[src/rtl/cpu_clock_sequencer_if.sv]
// Bundle between the turbo/config logic (master) and the CPU clock
// sequencer (slave): speed request, stretch control and status in one
// direction; CPU clock, edge strobes and applied speed in the other.
interface cpu_clock_sequencer_if;
   logic [1:0] turbo_req;
   logic       stretch;
   logic       status_clr;
   logic       clk_cpu;
   logic       cpu_rise;
   logic       cpu_fall;
   logic [1:0] turbo_cur;
   logic       switch_pending;
   logic       stretch_timeout;

   modport master (
      output turbo_req, stretch, status_clr,
      input  clk_cpu, cpu_rise, cpu_fall, turbo_cur, switch_pending, stretch_timeout
   );

   modport slave (
      input  turbo_req, stretch, status_clr,
      output clk_cpu, cpu_rise, cpu_fall, turbo_cur, switch_pending, stretch_timeout
   );
endinterface

[src/rtl/cpu_clock_sequencer.sv]
// Z80 clock generator running off clk28. Produces a 3.5/7/14 MHz CPU clock
// with one-cycle rise/fall strobes, applies speed changes only at whole
// period boundaries (with a dwell lock-out between switches), and can hold
// the low phase for a bounded number of cycles when a slow resource asks.
module cpu_clock_sequencer #(
   parameter int DWELL_CYCLES = 256,
   parameter int STRETCH_MAX  = 64
) (
   input  logic                    clk28,
   input  logic                    rst,
   cpu_clock_sequencer_if.slave    bus
);

   localparam int DWELL_W = (DWELL_CYCLES > 0) ? $clog2(DWELL_CYCLES + 1) : 1;
   localparam int STR_W   = $clog2(STRETCH_MAX + 1);
   localparam logic [DWELL_W-1:0] DWELL_LOAD = DWELL_W'(DWELL_CYCLES);
   localparam logic [STR_W-1:0]   STR_LIMIT  = STR_W'(STRETCH_MAX);

   typedef enum logic {
      ST_RUN,
      ST_STRETCH
   } state_t;

   // Half period in clk28 cycles for an applied speed code.
   function automatic logic [2:0] half_of(input logic [1:0] spd);
      case (spd)
         2'd1:    half_of = 3'd2;
         2'd2:    half_of = 3'd1;
         default: half_of = 3'd4;
      endcase
   endfunction

   // Last phase index (2H-1) for an applied speed code.
   function automatic logic [2:0] last_of(input logic [1:0] spd);
      case (spd)
         2'd1:    last_of = 3'd3;
         2'd2:    last_of = 3'd1;
         default: last_of = 3'd7;
      endcase
   endfunction

   state_t             state_q, state_d;
   logic [2:0]         ph_q, ph_d;
   logic [1:0]         turbo_cur_q, turbo_cur_d;
   logic [DWELL_W-1:0] dwell_q, dwell_d;
   logic [STR_W-1:0]   stretch_cnt_q, stretch_cnt_d;
   logic               clk_cpu_q, clk_cpu_d;
   logic               cpu_rise_q, cpu_rise_d;
   logic               cpu_fall_q, cpu_fall_d;
   logic               timeout_q, timeout_d;

   logic [1:0]         eff_req;
   logic               pending;
   logic               wrap;
   logic [STR_W-1:0]   stretch_cnt_inc;

   // Reserved request code behaves as the slowest speed.
   always_comb begin
      eff_req = (bus.turbo_req == 2'd3) ? 2'd0 : bus.turbo_req;
      pending = (eff_req != turbo_cur_q);
   end

   // Phase sequencing, stretch handling, wrap decision and registered-output next values.
   always_comb begin
      state_d         = state_q;
      ph_d            = ph_q;
      turbo_cur_d     = turbo_cur_q;
      dwell_d         = (dwell_q != '0) ? dwell_q - DWELL_W'(1) : '0;
      stretch_cnt_d   = stretch_cnt_q;
      timeout_d       = timeout_q & ~bus.status_clr;
      wrap            = 1'b0;
      stretch_cnt_inc = stretch_cnt_q + STR_W'(1);

      case (state_q)
         ST_RUN: begin
            if (ph_q >= last_of(turbo_cur_q)) begin
               if (bus.stretch) begin
                  state_d       = ST_STRETCH;
                  stretch_cnt_d = '0;
               end else begin
                  wrap = 1'b1;
               end
            end else begin
               ph_d = ph_q + 3'd1;
            end
         end
         ST_STRETCH: begin
            // The limit is checked first so a release coinciding with the
            // limit still records the forced termination.
            if (stretch_cnt_inc >= STR_LIMIT) begin
               timeout_d = 1'b1;
               wrap      = 1'b1;
            end else if (!bus.stretch) begin
               wrap = 1'b1;
            end else begin
               stretch_cnt_d = stretch_cnt_inc;
            end
         end
         default: state_d = ST_RUN;
      endcase

      // Speed may only change here, after the old low phase has fully elapsed.
      if (wrap) begin
         if (pending && (dwell_q == '0)) begin
            turbo_cur_d = eff_req;
            dwell_d     = DWELL_LOAD;
         end
         ph_d    = 3'd0;
         state_d = ST_RUN;
      end

      clk_cpu_d  = (ph_d < half_of(turbo_cur_d));
      cpu_rise_d = wrap;
      cpu_fall_d = (ph_d == half_of(turbo_cur_d)) && (ph_d != ph_q);
   end

   // State and output registers; reset parks the phase at the wrap point.
   always_ff @(posedge clk28 or posedge rst) begin
      if (rst) begin
         state_q       <= ST_RUN;
         ph_q          <= 3'd7;
         turbo_cur_q   <= 2'd0;
         dwell_q       <= '0;
         stretch_cnt_q <= '0;
         clk_cpu_q     <= 1'b0;
         cpu_rise_q    <= 1'b0;
         cpu_fall_q    <= 1'b0;
         timeout_q     <= 1'b0;
      end else begin
         state_q       <= state_d;
         ph_q          <= ph_d;
         turbo_cur_q   <= turbo_cur_d;
         dwell_q       <= dwell_d;
         stretch_cnt_q <= stretch_cnt_d;
         clk_cpu_q     <= clk_cpu_d;
         cpu_rise_q    <= cpu_rise_d;
         cpu_fall_q    <= cpu_fall_d;
         timeout_q     <= timeout_d;
      end
   end

   assign bus.clk_cpu         = clk_cpu_q;
   assign bus.cpu_rise        = cpu_rise_q;
   assign bus.cpu_fall        = cpu_fall_q;
   assign bus.turbo_cur       = turbo_cur_q;
   assign bus.switch_pending  = pending;
   assign bus.stretch_timeout = timeout_q;

endmodule

[src/flat_wrapper.sv]
// flat-port wrapper written by rule: the top's interface ports become plain ports
module cpu_clock_sequencer_flat 
#(
   parameter int DWELL_CYCLES = 256,
   parameter int STRETCH_MAX  = 64
)
  (clk28, rst, bus_turbo_req, bus_stretch, bus_status_clr, bus_clk_cpu, bus_cpu_rise, bus_cpu_fall, bus_turbo_cur, bus_switch_pending, bus_stretch_timeout);
  cpu_clock_sequencer_if bus_i ();
  input  logic clk28;
  input  logic rst;
  input wire logic [$bits(bus_i.turbo_req)-1:0] bus_turbo_req;
  input wire logic [$bits(bus_i.stretch)-1:0] bus_stretch;
  input wire logic [$bits(bus_i.status_clr)-1:0] bus_status_clr;
  output wire logic [$bits(bus_i.clk_cpu)-1:0] bus_clk_cpu;
  output wire logic [$bits(bus_i.cpu_rise)-1:0] bus_cpu_rise;
  output wire logic [$bits(bus_i.cpu_fall)-1:0] bus_cpu_fall;
  output wire logic [$bits(bus_i.turbo_cur)-1:0] bus_turbo_cur;
  output wire logic [$bits(bus_i.switch_pending)-1:0] bus_switch_pending;
  output wire logic [$bits(bus_i.stretch_timeout)-1:0] bus_stretch_timeout;
  assign bus_i.turbo_req = bus_turbo_req;
  assign bus_i.stretch = bus_stretch;
  assign bus_i.status_clr = bus_status_clr;
  assign bus_clk_cpu = bus_i.clk_cpu;
  assign bus_cpu_rise = bus_i.cpu_rise;
  assign bus_cpu_fall = bus_i.cpu_fall;
  assign bus_turbo_cur = bus_i.turbo_cur;
  assign bus_switch_pending = bus_i.switch_pending;
  assign bus_stretch_timeout = bus_i.stretch_timeout;
  cpu_clock_sequencer #(.DWELL_CYCLES(DWELL_CYCLES), .STRETCH_MAX(STRETCH_MAX)) u_core (.clk28(clk28), .rst(rst), .bus(bus_i));
endmodule
[config.mk]
export PLATFORM = sky130hd
export DESIGN_NAME = cpu_clock_sequencer_flat
export DESIGN_NICKNAME = d
export VERILOG_FILES = /design/src/rtl/cpu_clock_sequencer_if.sv /design/src/rtl/cpu_clock_sequencer.sv /design/src/flat_wrapper.sv
export SDC_FILE = /design/constraint.sdc
export NUM_CORES = 1
export LEC_CHECK = 0
export BUFFER_PORTS_ARGS = -buffer_cell sky130_fd_sc_hd__buf_2
export CORE_UTILIZATION = 50
export DETAILED_ROUTE_END_ITERATION = 8
export GPL_ROUTABILITY_DRIVEN = 1
export PLACE_DENSITY_LB_ADDON = 0.15
export SETUP_SLACK_MARGIN = 0.15
export SKIP_LAST_GASP = 1
export SLEW_MARGIN = 20
export SYNTH_ARGS = -nofsm -noshare
export SYNTH_HDL_FRONTEND = slang
export SYNTH_SLANG_ARGS = --single-unit
[constraint.sdc]
create_clock -name clk28 -period 4.6 [get_ports clk28]
set_clock_uncertainty 0.2 [all_clocks]
set_input_delay 0.23 -clock clk28 [delete_from_list [all_inputs] [get_ports clk28]]
set_output_delay 0.23 -clock clk28 [all_outputs]
set_load 0.03 [all_outputs]
-- Word level (Yosys, flattened, before mapping)
Cells that the tools add are included.
- bitwise gates (word level): 3
- multiplexer cells: 27
- magnitude comparators: 3
- equal/unequal tests: 12
- $add $sub $neg: 3
- reductions and logical operators: 5
- operators with widths (cell ; count):
    2-to-1 mux 7 bit ; 4
    2-to-1 mux 9 bit ; 3
    one-hot mux 7 bit (2 select lines) ; 1
    2-to-1 mux 3 bit ; 4
    one-hot mux 3 bit (2 select lines) ; 2
    logical NOT 9 bit ; 1
    2-to-1 mux 1 bit ; 9
    nonzero test 9 bit ; 1
    subtractor 9 x 1 -> 9 bit (second input constant) ; 1
    adder 7 x 1 -> 7 bit (second input constant) ; 1
    greater-or-equal comparator 7 bit (second input constant) ; 1
    == test 2 bit (second input constant) ; 3
    2-to-1 mux 2 bit ; 3
    != test 2 bit (second input constant) ; 3
    == test 2 x 1 -> 1 bit (second input constant) ; 2
    AND reduction 4 bit ; 1
    adder 3 x 1 -> 3 bit (second input constant) ; 1
    == test 3 bit ; 1
    greater-or-equal comparator 3 bit ; 1
    < comparator 3 bit ; 1
    != test 3 bit ; 1
    logical AND 1 bit ; 2
    != test 2 x 1 -> 1 bit (second input constant) ; 1
    != test 2 bit ; 1
    3 further kinds ; 4
- register bits after elaboration: 26
- input port bits: 6
- output and inout port bits: 7

-- Logic depth before layout (Yosys ltp)
- depth in word-level cells: 11
- mapped depth: 14

-- Least setup slack after synthesis
OpenSTA, ideal clock, no wires.
- path kind: flip-flop to flip-flop
- start point: register u_core.turbo_cur_q[0], in the netlist u_core.bus.turbo_cur[0]
- end point: register u_core.cpu_fall_q, in the netlist u_core.bus.cpu_fall
- arrival: 3334 ps
- path buffers: 0
- setup slack: 970 ps
- cell stages (with the launch flop): 14
- required time: 4305 ps
- path through: dfrtp_1 inv_1 ha_1 inv_1 ha_1 a211oi_2 a21oi_1 o31ai_4 mux2_2 ha_1 inv_1 ha_1 nand3_1 o31ai_1
- longest elaborated chain between the ends: 11
- ends and longest elaborated chain (element ; RTL line ; text):
    from (decl) ; cpu_clock_sequencer.sv:44 ; logic [1:0] turbo_cur_q, turbo_cur_d;
    from (signal assigned) ; cpu_clock_sequencer.sv:132 ; turbo_cur_q <= turbo_cur_d;
    == test 2 bit / == test 2 x 1 -> 1 bit (equally long branches) ; cpu_clock_sequencer.sv:35 ; case (spd)
    one-hot mux 3 bit (2 select lines) ; cpu_clock_sequencer.sv:35 ;
    2-to-1 mux 3 bit ; cpu_clock_sequencer.sv:74 ; case (state_q)
    greater-or-equal comparator 3 bit ; cpu_clock_sequencer.sv:76 ; if (ph_q >= last_of(turbo_cur_q)) begin
    2-to-1 mux 1 bit ; cpu_clock_sequencer.sv:76 ;
    one-hot mux 1 bit (2 select lines) ; cpu_clock_sequencer.sv:74 ;
    2-to-1 mux 2 bit * ; cpu_clock_sequencer.sv:103 ; if (wrap) begin
    net u_core.turbo_cur_d[1] ; cpu_clock_sequencer.sv:44 ;
    == test 2 bit / == test 2 x 1 -> 1 bit (equally long branches) ; cpu_clock_sequencer.sv:26 ; case (spd)
    one-hot mux 3 bit (2 select lines) * ; cpu_clock_sequencer.sv:26 ;
    == test 3 bit * ; cpu_clock_sequencer.sv:114 ; cpu_fall_d = (ph_d == half_of(turbo_cur_d)) && (ph_d != ph_q);
    logical AND 1 bit * ; cpu_clock_sequencer.sv:114 ;
    net u_core.cpu_fall_d ; cpu_clock_sequencer.sv:49 ; logic cpu_fall_q, cpu_fall_d;
    to (signal assigned) ; cpu_clock_sequencer.sv:137 ; cpu_fall_q <= cpu_fall_d;
    to (decl) ; cpu_clock_sequencer.sv:49 ;
The timed path passes the listed nets; every way through them passes the cells marked *. The select of a mux whose other input is x is not followed.
A chain may end at the register's enable or synchronous reset.

-- Worst setup path after layout
Same ends and word-level chain as after synthesis.

==> results.json <==
{
  "clk_pin_slew_ps": 140,
  "worst_setup_path_end_kind": "flop",
  "postCtsSetupBuffers": 0,
  "fin_crit_sh": 0.818,
  "diodes": 0,
  "avgViaCountPerCell": 5.53,
  "dp_hpwl_mm": 2.11,
  "max_freq_mhz": 266,
  "pin_count": 13,
  "clockPowerShare": 0.159,
  "antenna_found_initial": 0,
  "netlist_area_mm2": 0.00159,
  "synth_cell_types": 48,
  "cts_sinks": 26,
  "hold_depth": 3,
  "h-tree-depth": 1,
  "vias": 1189,
  "drt-initial-drc-count": 41,
  "root_buffer": "clkbuf_4",
  "fin_area_mm2": 0.00175,
  "place_congestion": 0.788,
  "ys.flop_type": "dfrtp_1",
  "drive_gt1_frac": 0.164,
  "wire_per_inst_um": 13.2,
  "dpl_cell_area_mm2": 0.00169,
  "grt_max_degree": 27,
  "swShare": 0.386,
  "synthArstFlopShare": 1.00,
  "die_h_um": 58.4,
  "fillers": 260,
  "drv_cap": 0,
  "grt-ovfl-total": 0,
  "portBuffers": 12,
  "fin_tns_setup_ps": 0,
  "synth_cells": 156,
  "wl_mm": 2.83,
  "intPower_mw": 0.455,
  "clk_path_buf_depth": 2,
  "yosysSeqAreaShare": 0.412,
  "start_kind": "flop",
  "crit_type": "reg -> reg",
  "rows": 20,
  "min_period_ps": 3760,
  "tritoncts": "built",
  "reg2regPathDepth": 13,
  "worst-endpoint-arrival_ps": 3810,
  "p_per_area_mw_per_mm2": 424,
  "core_mm2": 0.00303,
  "cts_buffers": 3,
  "ys_ff_latch": 26,
  "synth-edff-count": 0,
  "start_util": 0.525,
  "ir_drop_mv": 0.310,
  "grt_setup_unrepaired": "false",
  "outcome": "finished clean",
  "min_path_type": "in -> reg",
  "grt_pass1_wl_mm": 4.97,
  "drc": 0,
  "cts.repair.resized": 0,
  "p_switching_mw": 0.286,
  "area_delta_synth_final_pct": 9.92,
  "seq_area_um2": 654,
  "chipWidth_um": 58.4,
  "clk_latency_ps": 320,
  "nNetsFinal": 190,
  "multi_input_area_um2": 883,
  "track_usage": 0.191,
  "total_leakage_power_nw": 0.815,
  "die_area_mm2": 0.00341,
  "worstPathRequired_ps": 4640,
  "slew_headroom": 0.379,
  "p_comb_frac": 0.376,
  "setup_viol": 0,
  "firstDrtPassIters": 4,
  "postRouteAntennaNets": 0,
  "avgSynthCellArea_um2": 10.2,
  "max_slew.worst_pin.slew_ps": 925,
  "synth.net_count": 174,
  "first_global_vias": 1136,
  "synth_warnings": 0,
  "pwr-share-seq": 0.464,
  "hold_viol_final": 0,
  "crit_fanout": 8,
  "slew_violations": 0
}
## layout by cell type (no fill, tap or decap), types with 3 or more instances in the layout
cell type  synthesis  routed
a21o_1             3       3
inv_1              9       8
nor2b_1            5       5
buf_2              2      12
nor2_1            12      12
clkbuf_4           0       3
dfrtp_1           23      23
nand3_1            6       6
nor4_1             3       3
nand2_1            9       9
o21ai_0            5       5
or3_1              4       4
xor2_1             5       5
mux2i_1            3       3
nand3b_1           3       3
and3_1             4       4
dfstp_2            3       3
ha_1              12      12
a21oi_1            7       7
## registers in the layout (all words and copies together), names as in the netlist
register and flops:
u_core.bus.cpu_fall 1, u_core.dwell_q 9, u_core.ph_q 3, u_core.bus.turbo_cur 2, u_core.stretch_cnt_q 7, u_core.state_q 1, u_core.bus.clk_cpu 1, u_core.bus.cpu_rise 1
u_core.bus.stretch_timeout 1
## per-stage QoR
stage	power (mW)	hold WS, ps	utilization	std cells	worst slack [ps]
after global placement	0.616	221	0.558	209	1030
after floorplan	0.560	67.8	-	156	970
after global routing	0.810	59.8	0.577	215	523
after detailed placement	0.628	227	0.558	209	848
after CTS	0.748	28.8	0.577	215	805
final	0.741	31.0	0.577	215	838
## per-layer routing
layer	track usage	part of all wire	vias to the layer above
met5	0	0	-
met4	0.0714	0.013	0
met3	0.0330	0.020	6
met2	0.300	0.48	17
met1	0.266	0.49	566
li1	-	-	600
## power by group through the flow
stage | sequential (mW) | combinational (mW) | clock (mW)
2_1_floorplan | 0.352 | 0.208 | 0
3_3_place_gp | 0.345 | 0.271 | 0
3_5_place_dp | 0.348 | 0.280 | 0
4_1_cts | 0.343 | 0.283 | 0.122
5_1_grt | 0.352 | 0.326 | 0.131
6_report | 0.344 | 0.279 | 0.118
## cells in the mapped netlist, drive strengths merged (2+ instances only)
library cell | number | area (µm²)
o211ai | 2 | 15.0
nand2 | 9 | 33.8
a211o | 2 | 17.5
nand3 | 7 | 47.6
a21oi | 7 | 35.0
dfstp | 3 | 78.8
o31ai | 3 | 36.3
a21o | 3 | 22.5
nor2b | 5 | 31.3
nor2 | 12 | 45.0
and3 | 4 | 25.0
nor4 | 3 | 18.8
xor2 | 5 | 43.8
mux2 | 2 | 22.5
and4b | 2 | 20.0
or3 | 4 | 25.0
nand4 | 2 | 12.5
dfrtp | 23 | 576
mux2i | 3 | 30.0
xnor2 | 2 | 17.5
buf | 2 | 10.0
inv | 10 | 37.5
a211oi | 3 | 27.5
ha | 12 | 150
nand3b | 3 | 22.5
o21ai | 5 | 25.0
## worst paths after layout
kind	end	startpoint	slack, ps
max in group asynchronous	u_core.bus.cpu_rise	rst	3460
max	u_core.bus.cpu_fall	u_core.bus.turbo_cur[0]	840
min reg2reg	u_core.dwell_q[0]	u_core.dwell_q[0]	290
max reg2reg	u_core.bus.cpu_fall	u_core.bus.turbo_cur[0]	840
min in group asynchronous	u_core.stretch_cnt_q[3]	rst	310
min	u_core.stretch_cnt_q[0]	bus_stretch	30
## final cells by class
class | instances | share of cell area
Multi-Input combinational cell | 117 | 0.506
Sequential cell | 26 | 0.375
Timing Repair Buffer | 14 | 0.0458
Tap cell | 44 | 0.0315
Inverter | 10 | 0.0215
Clock buffer | 4 | 0.0208
## repair_timing
| action | CTS | global route |
|---|---|---|
| setup endpoints to repair | 0 | 0 |
| endpoints found under the hold margin | 24 | 0 |
| hold buffers | 2 | 0 |
## cells by family (layout without fill, tap and decap cells)
kind of cell | Yosys count | after routing | synth area share
XOR/XNOR | 7 | 7 | 0.0386
AO/OA/AOI/OAI | 34 | 34 | 0.162
multiplexers | 5 | 5 | 0.0331
flip-flops | 26 | 26 | 0.412
adder cells (fa/ha/maj) | 12 | 12 | 0.0945
buffers and inverters | 13 | 28 | 0.0323
AND/OR/NAND/NOR | 59 | 59 | 0.228
## critical path: stages, from the launching register on
cell,delay [ps]
dfrtp_1,480
inv_1,70
ha_1,270
inv_1,40
ha_1,290
a211oi_2,480
a21oi_1,220
o31ai_4,320
mux2_2,390
ha_1,270
inv_1,40
ha_1,280
nand3_1,90
o31ai_1,230
(Power assumes the default switching activity.)
